**config.mk**
```make
export PLATFORM = sky130hd
export DESIGN_NAME = maxpool_2x2
export DESIGN_NICKNAME = d
export VERILOG_FILES = /design/src/rtl/maxpool_2x2.sv
export SDC_FILE = /design/constraint.sdc
export NUM_CORES = 1
export LEC_CHECK = 0
export BUFFER_PORTS_ARGS = -buffer_cell sky130_fd_sc_hd__buf_2
export CORE_ASPECT_RATIO = 1.2
export CORE_MARGIN = 10
export CORE_UTILIZATION = 50
export CTS_CLUSTER_DIAMETER = 50
export CTS_CLUSTER_SIZE = 30
export DETAILED_ROUTE_END_ITERATION = 10
export GPL_TIMING_DRIVEN = 0
export PLACE_DENSITY = 0.68
export SYNTH_ARGS = -nofsm -noshare
export SYNTH_HDL_FRONTEND = slang
export SYNTH_SLANG_ARGS = --single-unit
```
**constraint.sdc**
```tcl
create_clock -name clk -period 3.65 [get_ports clk]
set_input_delay 0.1825 -clock clk [delete_from_list [all_inputs] [get_ports clk]]
set_output_delay 0.1825 -clock clk [all_outputs]
set_load 0.02 [all_outputs]
```
**src/rtl/maxpool_2x2.sv**
```systemverilog
// 2x2 stride-2 max-pool over a raster-order pixel stream; one pooled pixel per 2x2 block.
// Latency: exactly 1 cycle from the accepting edge of the block's bottom-right pixel.
// Backpressure: none; in_valid low simply stalls all state, out_valid is a single-cycle pulse.
//
// Ports:
//   clk, rst         clock and synchronous active-high reset
//   in_valid         in_pixel is consumed this cycle
//   in_pixel         unsigned input pixel, raster order
//   out_valid        out_pixel/out_last valid this cycle
//   out_pixel        pooled maximum, holds its value while out_valid is low
//   out_last         final pooled pixel of the frame
module maxpool_2x2 #(
  parameter int WORD_SIZE = 8,
  parameter int ROW_SIZE  = 10,
  parameter int NUM_ROWS  = 10
) (
  input  logic                 clk,
  input  logic                 rst,
  input  logic                 in_valid,
  input  logic [WORD_SIZE-1:0] in_pixel,
  output logic                 out_valid,
  output logic [WORD_SIZE-1:0] out_pixel,
  output logic                 out_last
);

  localparam int HALF_COLS = ROW_SIZE / 2;
  localparam int HALF_ROWS = NUM_ROWS / 2;
  localparam int CW        = $clog2(ROW_SIZE);
  localparam int RW        = $clog2(NUM_ROWS);
  localparam int LBW       = (HALF_COLS > 1) ? $clog2(HALF_COLS) : 1;

  localparam logic [CW-1:0] COL_MAX       = CW'(ROW_SIZE - 1);
  localparam logic [CW-1:0] LAST_PAIR_COL = CW'(2 * HALF_COLS - 1);
  localparam logic [RW-1:0] ROW_MAX       = RW'(NUM_ROWS - 1);
  localparam logic [RW-1:0] LAST_PAIR_ROW = RW'(2 * HALF_ROWS - 1);
  localparam bit            ODD_COLS      = (ROW_SIZE % 2) != 0;
  localparam bit            ODD_ROWS      = (NUM_ROWS % 2) != 0;

  logic [CW-1:0]        col_q, col_d;
  logic [RW-1:0]        row_q, row_d;
  logic [WORD_SIZE-1:0] hold_q, hold_d;
  logic                 out_valid_q, out_valid_d;
  logic [WORD_SIZE-1:0] out_pixel_q, out_pixel_d;
  logic                 out_last_q, out_last_d;

  // One entry per horizontal pair; not reset because every entry is
  // written on an even row before the following odd row reads it.
  logic [WORD_SIZE-1:0] lb_q [HALF_COLS];

  logic                 col_in_pair;
  logic                 row_in_pair;
  logic                 pair_col;
  logic                 lb_we;
  logic                 emit;
  logic [LBW-1:0]       lb_idx;
  logic [WORD_SIZE-1:0] pair_max;
  logic [WORD_SIZE-1:0] lb_rd;
  logic [WORD_SIZE-1:0] result;

  // The trailing column/row of an odd dimension belongs to no 2x2 block.
  assign col_in_pair = !(ODD_COLS && (col_q == COL_MAX));
  assign row_in_pair = !(ODD_ROWS && (row_q == ROW_MAX));

  assign lb_idx   = LBW'(col_q >> 1);
  assign pair_max = (hold_q > in_pixel) ? hold_q : in_pixel;
  assign lb_rd    = lb_q[lb_idx];
  assign result   = (lb_rd > pair_max) ? lb_rd : pair_max;

  assign pair_col = in_valid && col_q[0] && col_in_pair;
  assign lb_we    = pair_col && !row_q[0] && row_in_pair;
  // An odd row index is never the discarded trailing row, so no row_in_pair here.
  assign emit     = pair_col && row_q[0];

  always_comb begin
    col_d       = col_q;
    row_d       = row_q;
    hold_d      = hold_q;
    out_valid_d = emit;
    out_pixel_d = out_pixel_q;
    out_last_d  = 1'b0;

    if (in_valid) begin
      if (col_q == COL_MAX) begin
        col_d = '0;
        row_d = (row_q == ROW_MAX) ? '0 : row_q + 1'b1;
      end else begin
        col_d = col_q + 1'b1;
      end

      if (!col_q[0] && col_in_pair) begin
        hold_d = in_pixel;
      end
    end

    if (emit) begin
      out_pixel_d = result;
      out_last_d  = (row_q == LAST_PAIR_ROW) && (col_q == LAST_PAIR_COL);
    end
  end

  always_ff @(posedge clk) begin
    if (rst) begin
      col_q       <= '0;
      row_q       <= '0;
      hold_q      <= '0;
      out_valid_q <= 1'b0;
      out_pixel_q <= '0;
      out_last_q  <= 1'b0;
    end else begin
      col_q       <= col_d;
      row_q       <= row_d;
      hold_q      <= hold_d;
      out_valid_q <= out_valid_d;
      out_pixel_q <= out_pixel_d;
      out_last_q  <= out_last_d;
    end
  end

  always_ff @(posedge clk) begin
    if (lb_we) begin
      lb_q[lb_idx] <= pair_max;
    end
  end

  assign out_valid = out_valid_q;
  assign out_pixel = out_pixel_q;
  assign out_last  = out_last_q;

endmodule

```
Word-level counts from Yosys, hierarchy flattened
Memory sizes are Yosys's and may differ from the RTL's. A register that Yosys moved wholly into a read port is not among the register bits.
Cells that the tools add are included.
- $mul: 0
- multiplexer cells: 8
- add/subtract/negate cells: 2
- order comparisons: 2
- reductions and logical operators: 8
- equal/unequal tests: 2
- bitwise gates (word level): 2
- divide/modulo/power cells: 0
- shifts and indexed selects: 0
- operator list (cell ; number):
    8-bit greater-than comparator ; 2
    8-bit 2-to-1 mux ; 2
    4-bit by 1-bit adder with 4-bit output (second input constant) ; 2
    4-bit == test (second input constant) ; 2
    4-bit 2-to-1 mux ; 2
    3-bit 2-to-1 mux ; 2
    1-bit logical AND ; 4
    2-bit AND reduction ; 2
    1-bit 2-to-1 mux ; 2
    1-bit NOT ; 2
    2-bit OR reduction ; 1
    1-bit logical NOT ; 1
- logic and storage cells: 31
- register bits after elaboration: 26
- bits in latches: 0
- memory bits (read-only): 0
- bits in writable memories: 40
- input bits: 11
- output and inout port bits: 10
- memories: 1
- memory list (name ; words ; width ; read ports ; clocked after Yosys merged registers in ; write ports ; line ; source):
    lb_q ; 5 ; 8 ; 1 ; 1 ; 1 ; 48 ; logic [WORD_SIZE-1:0] lb_q [HALF_COLS];

Logic depth before layout (Yosys ltp)
Gate-level depths: netlist (run 1).
- depth in word-level cells: 4
- gate-level depth with buffers: 15
- gate-level depth less buffers: 14

Least setup slack after synthesis (run 1)
OpenSTA, ideal clock, no wires.
- path type: reg-to-reg
- start point: register hold_q[1]
- end point: register out_pixel_q[0] (netlist: out_pixel[0])
- arrival: 2852 ps
- cell stages (with the launch flop): 15
- library setup time: 70 ps
- required time: 3580 ps
- path buffers: 1
- period minus slack after synthesis: 2922 ps
- path slack: 728 ps
- cell sequence: dfxtp_1 -> ha_1 -> nor2b_1 -> o211ai_1 -> a21oi_1 -> o22ai_4 -> mux2i_1 -> ha_1 -> a21o_1 -> a21oi_1 -> a21oi_1 -> o22a_1 -> buf_2 -> nand2b_1 -> o21ai_1
- longest elaborated chain between the ends: 4
- RTL lines (element ; line ; source):
    start, declared ; 41 ; logic [WORD_SIZE-1:0] hold_q, hold_d;
    start signal, assigned ; 112 ; hold_q <= hold_d;
    8-bit greater-than comparator ; 65 ; assign pair_max = (hold_q > in_pixel) ? hold_q : in_pixel;
    8-bit 2-to-1 mux * ; 65 ;
    8-bit greater-than comparator ; 67 ; assign result = (lb_rd > pair_max) ? lb_rd : pair_max;
    8-bit 2-to-1 mux * ; 67 ;
    end signal, assigned ; 114 ; out_pixel_q <= out_pixel_d;
    end, declared ; 43 ; logic [WORD_SIZE-1:0] out_pixel_q, out_pixel_d;
Mark *: on every way between the ends. The rest lies on a longest branch, timed or not.
A chain may end at the register's enable or synchronous reset.

Worst setup path after layout (run 1)
- start point: register hold_q[7]
- end point: register out_pixel_q[3] (netlist: out_pixel[3])
The elaborated chain is that of the path after synthesis.

==> impl_summary.txt, run 1 <==
----------------------------------------------------
[Run status]
  Outcome ... finished clean

[Power]
  Total power draw ... 1530 µW
  Maximum vdd drop ... 0.000219 V
  Pwr dens ... 432 nW/µm²
  Static leakage ... 0.00138 µW

[Layout]
  Final Core Density ... 58.3%
  Filler instances ... 524
  Most common library cell in the layout ignoring fill and taps ... edfxtp_1
  Antenna diode instance count ... 0
  Fraction of final layout cells sized beyond drive strength 1 ... 21.4%
  Non-filler cells, final ... 367
  Layout net count ... 307
  Commonest non-fill, non-tap cells in the layout ... 40 x edfxtp_1, 29 x dfxtp_1, 22 x nand2_1, 22 x buf_2, 20 x a21oi_1
  P&R area growth vs syn ... 13.1%

[Critical path]
  Beginning of the worst register-to-register path ... hold_q[7]
  CP required ... 3.92 ns
  Startpoint class of the critical path ... flip-flop
  Worst setup EP type ... flip-flop
  Worst Setup SP ... hold_q[7]
  Worst setup path endpoint ... out_pixel[3]
  Path depth of the worst reg2reg path ... 13
  Reg-to-reg setup timing slack ... 0.45 ns
  WS Path Type ... flip-flop to flip-flop
  Peak fanout along the critical path ... 9
  Endpoint of the worst register-to-register path ... out_pixel[3]
  Arrival time reported for the critical path endpoint ... 3.46 ns

[Timing]
  Max Transition Viols Final ... 0
  Max transition margin ... 27.0%
  Min Tclk post-route ... 3.20 ns
  Final Setup Violations ... 0
  Setup repair after global routing missed its margin ... false
  Ratio of final minimum period to clock period ... 87.6%
  Sum of negative setup slack ... 0 ns
  Maximum operating frequency ... 313 MHz
  Actual slew at the worst max-slew pin ... 1.09 ns
  Worst-case clock skew ... 0.00835 ns
  Number of failing hold endpoints at the final stage ... 0

[Hold path]
  Hold Path Class ... input pin to flip-flop
  Source of the worst hold timing path ... in_pixel[2]

[Floorplan]
  # rows ... 31
  Die Y ... 107 µm
  Starting density of the core ... 51.5%
  Die Width ... 92.1 µm
  Core Area ... 6050 µm²
  Ports placed on the boundary ... 21
  Die Outline Area ... 9810 µm²

[Place]
  Post-DP HPWL ... 4260 µm
  RD Place Congestion ... 0.707
  Total instance count after detailed placement ... 347
  Number of buffer cells added on primary ports ... 19

[Synth]
  Net count after synthesis ... 273
  Post-Synthesis Cells ... 246
  Mean instance size in the synthesized netlist ... 12.7 µm²
  Synth Cell Area ... 3120 µm²
  Synthesized flop and latch total ... 69
  Share of synthesized area occupied by flip-flops and latches ... 57.1%
  Netlist cell types ... 37
  Synthesis warning total ... 0

[Clocking]
  Clock latency on the worst-skew pair ... 0.34 ns
  Clock tree sinks ... 69
  Clock-pin transition on the worst setup and hold timing paths ... 0.08 ns
  CTS tree ... done
  Maximum level of the CTS H-tree ... 3
  Clk Tree Root Cell ... clkbuf_8
  Max clock buf depth ... 2
  Num CTS Buffers ... 9

[Drt]
  Post-DR vias/cell ... 5.34
  Wire length after detailed routing ... 5680 µm
  First DRT Iteration DRCs ... 88
  Number of vias in the routed layout ... 1960
  Number of detailed-routing iterations run before antenna repair ... 4
  Remaining antenna violation count ... 0
  Average wire length per cell after detail routing ... 15.5 µm
  Number of remaining DRC errors ... 0

[GRT]
  GR Layer Usage met2 ... 20.8%
  Residual overflow from global routing ... 0
  Largest net degree at the start of global routing ... 13
  Layer with the highest usage ... met2
  Initial antenna violation count ... 0
  Number of global-route vias before repair ... 1985
  Overall global routing resource usage ... 12.3%
  Wire length of the first global-routing pass ... 9580 µm
  Met3 routing resource usage after global routing ... 3.24%
  Met1 usage ... 14.1%

[Job]
  Max_cap viols ... 0

----------------------------------------------------
state kept, by name (all words and copies together) (netlist names), named ones only:
register / cells
lb_q: 40
hold_q: 8
row_q: 4
col_q: 4
out_pixel: 8
out_valid: 1
out_last: 1
metrics by stage:
step | worst slack (ns) | instance area (µm²) | hold slack, ns
6_report | 0.453 | 3530 | 0.102
2_1_floorplan | 0.728 | 3120 | 0.280
3_3_place_gp | 0.253 | 3320 | 0.447
3_5_place_dp | 0.211 | 3320 | 0.456
4_1_cts | 0.225 | 3480 | 0.0951
5_1_grt | 0.133 | 3530 | 0.104
worst min path at each step:
stage / endpoint / slack (ns) / depth (start not counted)
floorplan: row_q[3] / 0.28 / 1
global placement: hold_q[2] / 0.45 / 3
detailed placement: hold_q[2] / 0.46 / 3
CTS: hold_q[2] / 0.1 / 3
global route: hold_q[2] / 0.10 / 3
finish: hold_q[2] / 0.10 / 3
cells in the mapped netlist:
cell / n / area share [%]
o21ai_1: 10 / 1.6
edfxtp_1: 40 / 39
nand4_1: 6 / 1.2
ha_1: 16 / 6.4
a31oi_1: 1 / 0.20
xor2_1: 2 / 0.56
nor2b_1: 5 / 1.0
a21o_1: 1 / 0.24
nor2_2: 1 / 0.20
nand2_1: 22 / 2.6
nor3b_1: 3 / 0.72
clkbuf_8: 1 / 0.44
o22a_1: 1 / 0.28
nand4b_1: 1 / 0.28
o21ai_0: 2 / 0.32
nor3_1: 4 / 0.64
o22ai_4: 1 / 0.64
mux2i_1: 10 / 3.2
nor2_1: 7 / 0.84
a21oi_1: 20 / 3.2
mux4_2: 8 / 5.8
a32oi_1: 7 / 2.0
nand2b_1: 4 / 0.80
a22oi_1: 1 / 0.24
clkbuf_1: 6 / 0.72
dfxtp_1: 29 / 19
nand3_1: 2 / 0.32
a211oi_1: 1 / 0.24
mux2_4: 7 / 3.4
buf_12: 1 / 0.64
buf_6: 1 / 0.36
and3_1: 1 / 0.20
xnor2_1: 2 / 0.56
buf_2: 3 / 0.48
inv_1: 17 / 2.0
o211ai_1: 1 / 0.24
and2_1: 1 / 0.20
where the power goes:
part	internal [µW]	switching [µW]	total, µW
Combinational	67.5	88.6	156
Clock	241	281	522
Sequential	840	6.56	847
worst max-delay path, cell delays in order (launching register included):
cell and delay (ns):
dfxtp_1 0.33, ha_1 0.31, nand4_1 0.21, a21oi_1 0.29
o22ai_4 0.15, mux2i_2 0.28, ha_1 0.31, a21o_1 0.19
a21oi_1 0.15, a21oi_1 0.08, o22a_1 0.15, buf_2 0.17
nand2b_1 0.30, o21ai_1 0.20
cells by family after synthesis:
logic type / Yosys count / share of synthesized area (%)
adders and majority gates: 16 / 6.42
AOI/OAI and AO/OA: 46 / 9.19
muxes: 25 / 12.4
DFF: 69 / 57.1
xor gates and xnor gates: 4 / 1.12
and+or+nand+nor: 57 / 9.07
buffers and inverters: 29 / 4.69
routing by layer:
| metal | share of wire, % | routed length (µm) |
|---|---|---|
| met5 | 0 | 0 |
| met4 | 1.7 | 95 |
| met3 | 4.2 | 240 |
| met2 | 49 | 2810 |
| met1 | 45 | 2540 |
layout make-up:
type,count,area [µm²],share of cell area (%)
Buffer,12,82.6,2.34
Clock buffer,9,124,3.51
Clock inverter,7,41.3,1.17
Inverter,17,63.8,1.81
Multi-Input combinational cell,148,1190,33.8
Sequential cell,69,1780,50.5
Tap cell,82,103,2.91
Timing Repair Buffer,23,138,3.90
repair_timing:
| action | CTS | global route |
|---|---|---|
| setup endpoints to repair | 0 | 8 |
| hold endpoints to repair | 0 | 0 |
| hold buffers | 0 | 0 |
| setup buffers | 0 | 3 |
| resized for setup | 0 | 1 |
Power figures use the tool's default switching activity.
==> inputs of run 2 (changes only) <==
--- a/config.mk
+++ b/config.mk
@@ -6,14 +6,18 @@
 export NUM_CORES = 1
 export LEC_CHECK = 0
 export BUFFER_PORTS_ARGS = -buffer_cell sky130_fd_sc_hd__buf_2
+export CAP_MARGIN = 20
+export CELL_PAD_IN_SITES_DETAIL_PLACEMENT = 1
+export CELL_PAD_IN_SITES_GLOBAL_PLACEMENT = 1
 export CORE_ASPECT_RATIO = 1.2
 export CORE_MARGIN = 10
-export CORE_UTILIZATION = 50
+export CORE_UTILIZATION = 49
 export CTS_CLUSTER_DIAMETER = 50
 export CTS_CLUSTER_SIZE = 30
 export DETAILED_ROUTE_END_ITERATION = 10
 export GPL_TIMING_DRIVEN = 0
-export PLACE_DENSITY = 0.68
+export PLACE_DENSITY = 0.79
+export RECOVER_POWER = 50
 export SYNTH_ARGS = -nofsm -noshare
 export SYNTH_HDL_FRONTEND = slang
 export SYNTH_SLANG_ARGS = --single-unit
==> run 2 against run 1 <==
Clock skew hardly changed. Clock power is 32% higher. Cell area is 0.14% higher. Via count is 2.4% higher. Count of clock-buffer cells in the layout stayed put. Core utilization is 0.66 points lower.
==> impl_summary.txt, run 2 (same netlist as run 1, synthesis figures left out) <==
----------------------------------------------------
[Drt]
  Number of vias in the routed layout ... 2007
  Routed length on met3 ... 255 µm
  Wire length after detailed routing ... 6780 µm
  Total met2 wirelength after detailed routing ... 3460 µm
  Post-DR vias/cell ... 5.50
  Remaining antenna violation count ... 0
  Number of remaining DRC errors ... 0
  First DRT Iteration DRCs ... 80
  Top routing layer in use ... met4
  Average wire length per cell after detail routing ... 18.6 µm
  Met1 layer wirelength in the final routing ... 2960 µm
  Number of detailed-routing iterations run before antenna repair ... 4

[Layout]
  Most common library cell in the layout ignoring fill and taps ... edfxtp_1
  P&R area growth vs syn ... 13.3%
  Antenna diode instance count ... 0
  Commonest non-fill, non-tap cells in the layout ... 40 x edfxtp_1, 29 x dfxtp_1, 22 x nand2_1
  Register containing the most flip-flops in the final layout ... lb_q
  Area of the multi-input gates ... 1190 µm²
  Non-filler cells, final ... 365
  Layout net count ... 305
  Largest register FFs ... 40
  Fraction of final layout cells sized beyond drive strength 1 ... 16.6%
  Area of all sequential standard cells ... 1780 µm²
  Filler instances ... 645

[Place]
  Post-DP HPWL ... 4880 µm
  Number of buffer cells added on primary ports ... 19
  RD Place Congestion ... 0.762
  Total instance count after detailed placement ... 349

[GRT]
  Overall global routing resource usage ... 14.3%
  Initial antenna violation count ... 0
  Largest net degree at the start of global routing ... 14
  Wire length of the first global-routing pass ... 11100 µm
  Residual overflow from global routing ... 0
  Number of global-route vias before repair ... 2233

[Power]
  Power dissipated by switching net loads ... 408 µW
  Maximum vdd drop ... 0.000504 V
  Switching part of the total power ... 24.0%
  P_int ... 1290 µW
  Part of the total power dissipated in sequential elements ... 49.9%
  Pwr dens ... 481 nW/µm²
  Relative contribution of the clock network to total power ... 40.7%
  Static leakage ... 0.00133 µW
  Comb power frac ... 9.3%

[Hold path]
  Number of cells on the worst hold path ... 3
  Hold EP ... hold_q[1]
  Hold Path Class ... input pin to flip-flop
  Source of the worst hold timing path ... in_pixel[1]

[Timing]
  Max Transition Viols Final ... 0
  Min Tclk post-route ... 3.44 ns
  Ratio of final minimum period to clock period ... 94.3%
  Actual slew at the worst max-slew pin ... 0.751 ns
  Sum of negative setup slack ... 0 ns
  Maximum operating frequency ... 291 MHz
  Max transition margin ... 49.7%
  Worst-case clock skew ... 0.00790 ns
  Setup repair after global routing missed its margin ... false
  Number of failing hold endpoints at the final stage ... 0
  Final Setup Violations ... 0

[Clocking]
  Hold bufs inserted after CTS ... 0
  Clock tree sinks ... 69
  Setup bufs post-CTS ... 0
  Num CTS Buffers ... 9
  Max clock buf depth ... 2
  Maximum level of the CTS H-tree ... 3
  CTS tree ... done
  Clock latency on the worst-skew pair ... 0.35 ns
  Clk Tree Root Cell ... clkbuf_8
  Clock-pin transition on the worst setup and hold timing paths ... 0.08 ns

[Job]
  Max_cap viols ... 0

[Floorplan]
  Die Outline Area ... 9970 µm²
  Die Width ... 92.8 µm
  # rows ... 31
  Starting density of the core ... 50.9%
  Core Area ... 6130 µm²
  Ports placed on the boundary ... 21
  Die Y ... 107 µm

[Critical path]
  Reg-to-reg setup timing slack ... 0.21 ns
  CP required ... 3.92 ns
  WS Path Type ... flip-flop to flip-flop
  Peak fanout along the critical path ... 9
  Path depth of the worst reg2reg path ... 14
  Arrival time reported for the critical path endpoint ... 3.71 ns
  Startpoint class of the critical path ... flip-flop
  Beginning of the worst register-to-register path ... hold_q[1]
  Worst setup EP type ... flip-flop
  Endpoint of the worst register-to-register path ... out_pixel[2]

[Run status]
  Outcome ... finished clean

----------------------------------------------------
[run 2: changes by cell type in the layout (fill, tap and decap cells not counted), sizes merged]
cell,previous run,this run
buf,27,13
clkinv,4,2
bufinv,0,2
clkbuf,17,29
[run 2: repair_timing]
item                                    in CTS  in global routing
resized for setup                            0                  1
endpoints found under the setup margin       0                  1
hold endpoints to repair                     0                  0
[run 2: how the worst max path moves through the flow]
stage                            from  cells after the start            to  slack, ns
after floorplan             hold_q[1]                     14  out_pixel[0]       0.73
final                       hold_q[1]                     14  out_pixel[2]       0.21
after CTS                   hold_q[1]                     14  out_pixel[2]       0.17
after global routing        hold_q[1]                     14  out_pixel[2]       0.01
after global placement    in_pixel[1]                     16  out_pixel[2]       0.24
after detailed placement  in_pixel[1]                     16  out_pixel[2]       0.24
[run 2: worst max-delay path: stages (launching register included)]
cell and delay (ns):
dfxtp_1 0.33, ha_1 0.29, nor2b_1 0.14, o211ai_1 0.15
a21oi_1 0.12, o22ai_4 0.35, mux2i_2 0.38, ha_1 0.32
a21o_1 0.19, a21oi_1 0.16, a21oi_1 0.09, o22a_1 0.15
buf_2 0.17, nand2b_1 0.28, o21ai_1 0.24
[run 2: final cells by class]
| cell class | count | area share [%] |
|---|---|---|
| Clock inverter | 7 | 2.76 |
| Sequential cell | 69 | 50.4 |
| Inverter | 17 | 1.81 |
| Multi-Input combinational cell | 148 | 33.7 |
| Timing Repair Buffer | 21 | 2.59 |
| Tap cell | 82 | 2.90 |
| Buffer | 12 | 2.27 |
| Clock buffer | 9 | 3.51 |
[run 2: per-layer routing]
metal | vias to the layer above | global-route usage, %
met5 | - | 0
met4 | 0 | 6.07
met3 | 10 | 4.33
met2 | 33 | 25.0
met1 | 996 | 15.7
li1 | 968 | -
[run 2: power by group through the flow]
| stage | registers [µW] | clock network, µW | logic [µW] |
|---|---|---|---|
| after CTS | 847 | 707 | 159 |
| after global routing | 849 | 742 | 175 |
| final | 848 | 691 | 158 |
| after floorplan | 863 | 0 | 110 |
| after global placement | 864 | 0 | 145 |
| after detailed placement | 865 | 0 | 155 |
[run 2: through the flow]
stage	setup slack (ns)	power (µW)	hold WS [ns]	area [µm²]	utilization, %
after detailed placement	0.235	1020	0.455	3330	54.3
after floorplan	0.728	973	0.280	3120	-
after global placement	0.241	1010	0.446	3320	54.1
after CTS	0.172	1710	0.0787	3550	57.9
after global routing	0.0110	1770	0.0932	3530	57.6
final	0.209	1700	0.0918	3530	57.6
==> inputs of run 3 (changes only) <==
--- a/config.mk
+++ b/config.mk
@@ -11,13 +11,14 @@
 export CELL_PAD_IN_SITES_GLOBAL_PLACEMENT = 1
 export CORE_ASPECT_RATIO = 1.2
 export CORE_MARGIN = 10
-export CORE_UTILIZATION = 49
+export CORE_UTILIZATION = 50
 export CTS_CLUSTER_DIAMETER = 50
 export CTS_CLUSTER_SIZE = 30
 export DETAILED_ROUTE_END_ITERATION = 10
 export GPL_TIMING_DRIVEN = 0
-export PLACE_DENSITY = 0.79
+export PLACE_DENSITY = 0.8
 export RECOVER_POWER = 50
 export SYNTH_ARGS = -nofsm -noshare
 export SYNTH_HDL_FRONTEND = slang
 export SYNTH_SLANG_ARGS = --single-unit
+export TNS_END_PERCENT = 30
==> constraint.sdc (replaced) <==
create_clock -name clk -period 4.15 [get_ports clk]
set_input_delay 0.2075 -clock clk [delete_from_list [all_inputs] [get_ports clk]]
set_output_delay 0.2075 -clock clk [all_outputs]
set_load 0.02 [all_outputs]
==> run 3 against run 2 <==
Final cell count is the same. Fmax down 1.3%. Core utilization up 0.14 points. Sequential power down 12%. Combinational power decreased by 13%. Via count up 0.35%. Register-to-register slack improved by 0.45 ns. Sequential share of layout area grew 0.52 points.
==> impl_summary.txt, run 3 (same netlist as run 1, synthesis figures left out) <==
----------------------------------------------------
[Clocking]
  Clock latency on the worst-skew pair ... 0.35 ns
  Clk Tree Root Cell ... clkbuf_8
  Max clock buf depth ... 2
  CTS tree ... done
  Clock tree sinks ... 69
  Num CTS Buffers ... 9
  Clock-pin transition on the worst setup and hold timing paths ... 0.08 ns
  Hold bufs inserted after CTS ... 0
  Post-CTS sizing ... 0
  Setup bufs post-CTS ... 0
  Maximum level of the CTS H-tree ... 3

[Layout]
  Area of all sequential standard cells ... 1780 µm²
  Area of the multi-input gates ... 1190 µm²
  Layout net count ... 305
  Antenna diode instance count ... 0
  P&R area growth vs syn ... 12.1%
  Largest register FFs ... 40
  Filler instances ... 639
  Register containing the most flip-flops in the final layout ... lb_q
  Most common library cell in the layout ignoring fill and taps ... edfxtp_1
  Fraction of final layout cells sized beyond drive strength 1 ... 15.2%
  Commonest non-fill, non-tap cells in the layout ... 40 x edfxtp_1, 29 x dfxtp_1, 22 x nand2_1

[Timing]
  Min Tclk post-route ... 3.49 ns
  Worst-case clock skew ... 0.00798 ns
  Maximum operating frequency ... 287 MHz
  Max transition margin ... 49.6%
  Actual slew at the worst max-slew pin ... 0.753 ns
  Number of failing hold endpoints at the final stage ... 0
  Post-route worst hold slack ... 0.116 ns
  Max Transition Viols Final ... 0
  Setup repair after global routing missed its margin ... false
  Sum of negative setup slack ... 0 ns
  Ratio of final minimum period to clock period ... 84.0%
  Final Setup Violations ... 0

[Critical path]
  Beginning of the worst register-to-register path ... hold_q[1]
  Arrival time reported for the critical path endpoint ... 3.77 ns
  Reg-to-reg setup timing slack ... 0.66 ns
  Endpoint of the worst register-to-register path ... out_pixel[2]
  Worst setup path endpoint ... out_pixel[2]
  Path depth of the worst reg2reg path ... 14
  Peak fanout along the critical path ... 9
  Worst setup EP type ... flip-flop
  CP required ... 4.43 ns
  Worst Setup SP ... hold_q[1]
  WS Path Type ... flip-flop to flip-flop
  Startpoint class of the critical path ... flip-flop

[Place]
  RD Place Congestion ... 0.790
  Post-DP HPWL ... 4990 µm
  Number of buffer cells added on primary ports ... 19

[Drt]
  Post-DR vias/cell ... 5.52
  Total met2 wirelength after detailed routing ... 3250 µm
  Number of remaining DRC errors ... 0
  Number of detailed-routing iterations run before antenna repair ... 4
  Remaining antenna violation count ... 0
  Number of vias in the routed layout ... 2014
  Met1 layer wirelength in the final routing ... 3010 µm
  First DRT Iteration DRCs ... 81
  Wire length after detailed routing ... 6570 µm
  Average wire length per cell after detail routing ... 18.0 µm
  Routed length on met3 ... 171 µm
  Top routing layer in use ... met4

[Floorplan]
  # rows ... 31
  Starting density of the core ... 51.5%
  Core Area ... 6050 µm²
  Ports placed on the boundary ... 21
  Die Y ... 107 µm
  Die Outline Area ... 9810 µm²
  Die Width ... 92.1 µm

[Power]
  Maximum vdd drop ... 0.000230 V
  Static leakage ... 0.00132 µW
  Pwr dens ... 405 nW/µm²

[GRT]
  Initial antenna violation count ... 0
  Number of global-route vias before repair ... 2140
  Wire length of the first global-routing pass ... 11100 µm
  Overall global routing resource usage ... 14.1%
  Residual overflow from global routing ... 0
  Largest net degree at the start of global routing ... 13

[Run status]
  Outcome ... finished clean

[Job]
  Max_cap viols ... 0

[Hold path]
  Hold Path Class ... input pin to flip-flop

----------------------------------------------------
-- run 3: worst min-delay path by stage --
| stage | startpoint | end | slack, ns | cells past startpoint |
|---|---|---|---|---|
| finish | in_pixel[1] | hold_q[1] | 0.12 | 3 |
| global route | in_pixel[5] | hold_q[5] | 0.12 | 3 |
| CTS | in_pixel[1] | hold_q[1] | 0.11 | 3 |
| detailed placement | out_pixel[6] | out_pixel[6] | 0.47 | 2 |
| global placement | hold_q[0] | hold_q[0] | 0.46 | 2 |
| floorplan | in_valid | row_q[3] | 0.30 | 1 |
-- run 3: cell type report --
| type | instances | area share (%) |
|---|---|---|
| multi-input combinational | 148 | 34.0 |
| buffer | 12 | 2.29 |
| timing repair buffer | 21 | 2.58 |
| clock buffer | 10 | 3.65 |
| inverter | 17 | 1.83 |
| sequential | 69 | 51.0 |
| clock inverter | 6 | 1.79 |
| tap | 82 | 2.93 |
-- run 3: metrics by stage --
stage / cell area, µm² / util, % / worst slack [ns] / power, µW / std cells
6_report: 3500 / 57.8 / 0.663 / 1410 / 365
3_5_place_dp: 3320 / 54.9 / 0.706 / 896 / 348
5_1_grt: 3500 / 57.8 / 0.389 / 1480 / 365
4_1_cts: 3510 / 58.0 / 0.679 / 1430 / 364
3_3_place_gp: 3320 / 54.8 / 0.744 / 888 / 347
2_1_floorplan: 3120 / - / 1.23 / 856 / 246
-- run 3: routing by layer --
metal,vias to the layer above,global-route usage (%)
met2,26,23.5
met3,12,3.10
li1,972,-
met5,-,0
met4,0,6.73
met1,1004,16.9
-- run 3: where the power goes --
group          switching, µW  internal [µW]
Sequential              6.32            739
Combinational           83.0           54.1
Clock                    255            276
Total                    344           1070
-- run 3: worst max-delay path, stage by stage (launching register included) --
cell and delay [ns]:
dfxtp_1 0.33, ha_1 0.29, nor2b_1 0.13, o211ai_1 0.16, a21oi_1 0.13, o22ai_4 0.35, mux2i_1 0.38, ha_1 0.32
a21o_1 0.19, a21oi_1 0.20, a21oi_1 0.10, o22a_1 0.15, buf_2 0.18, nand2b_1 0.30, o21ai_1 0.19
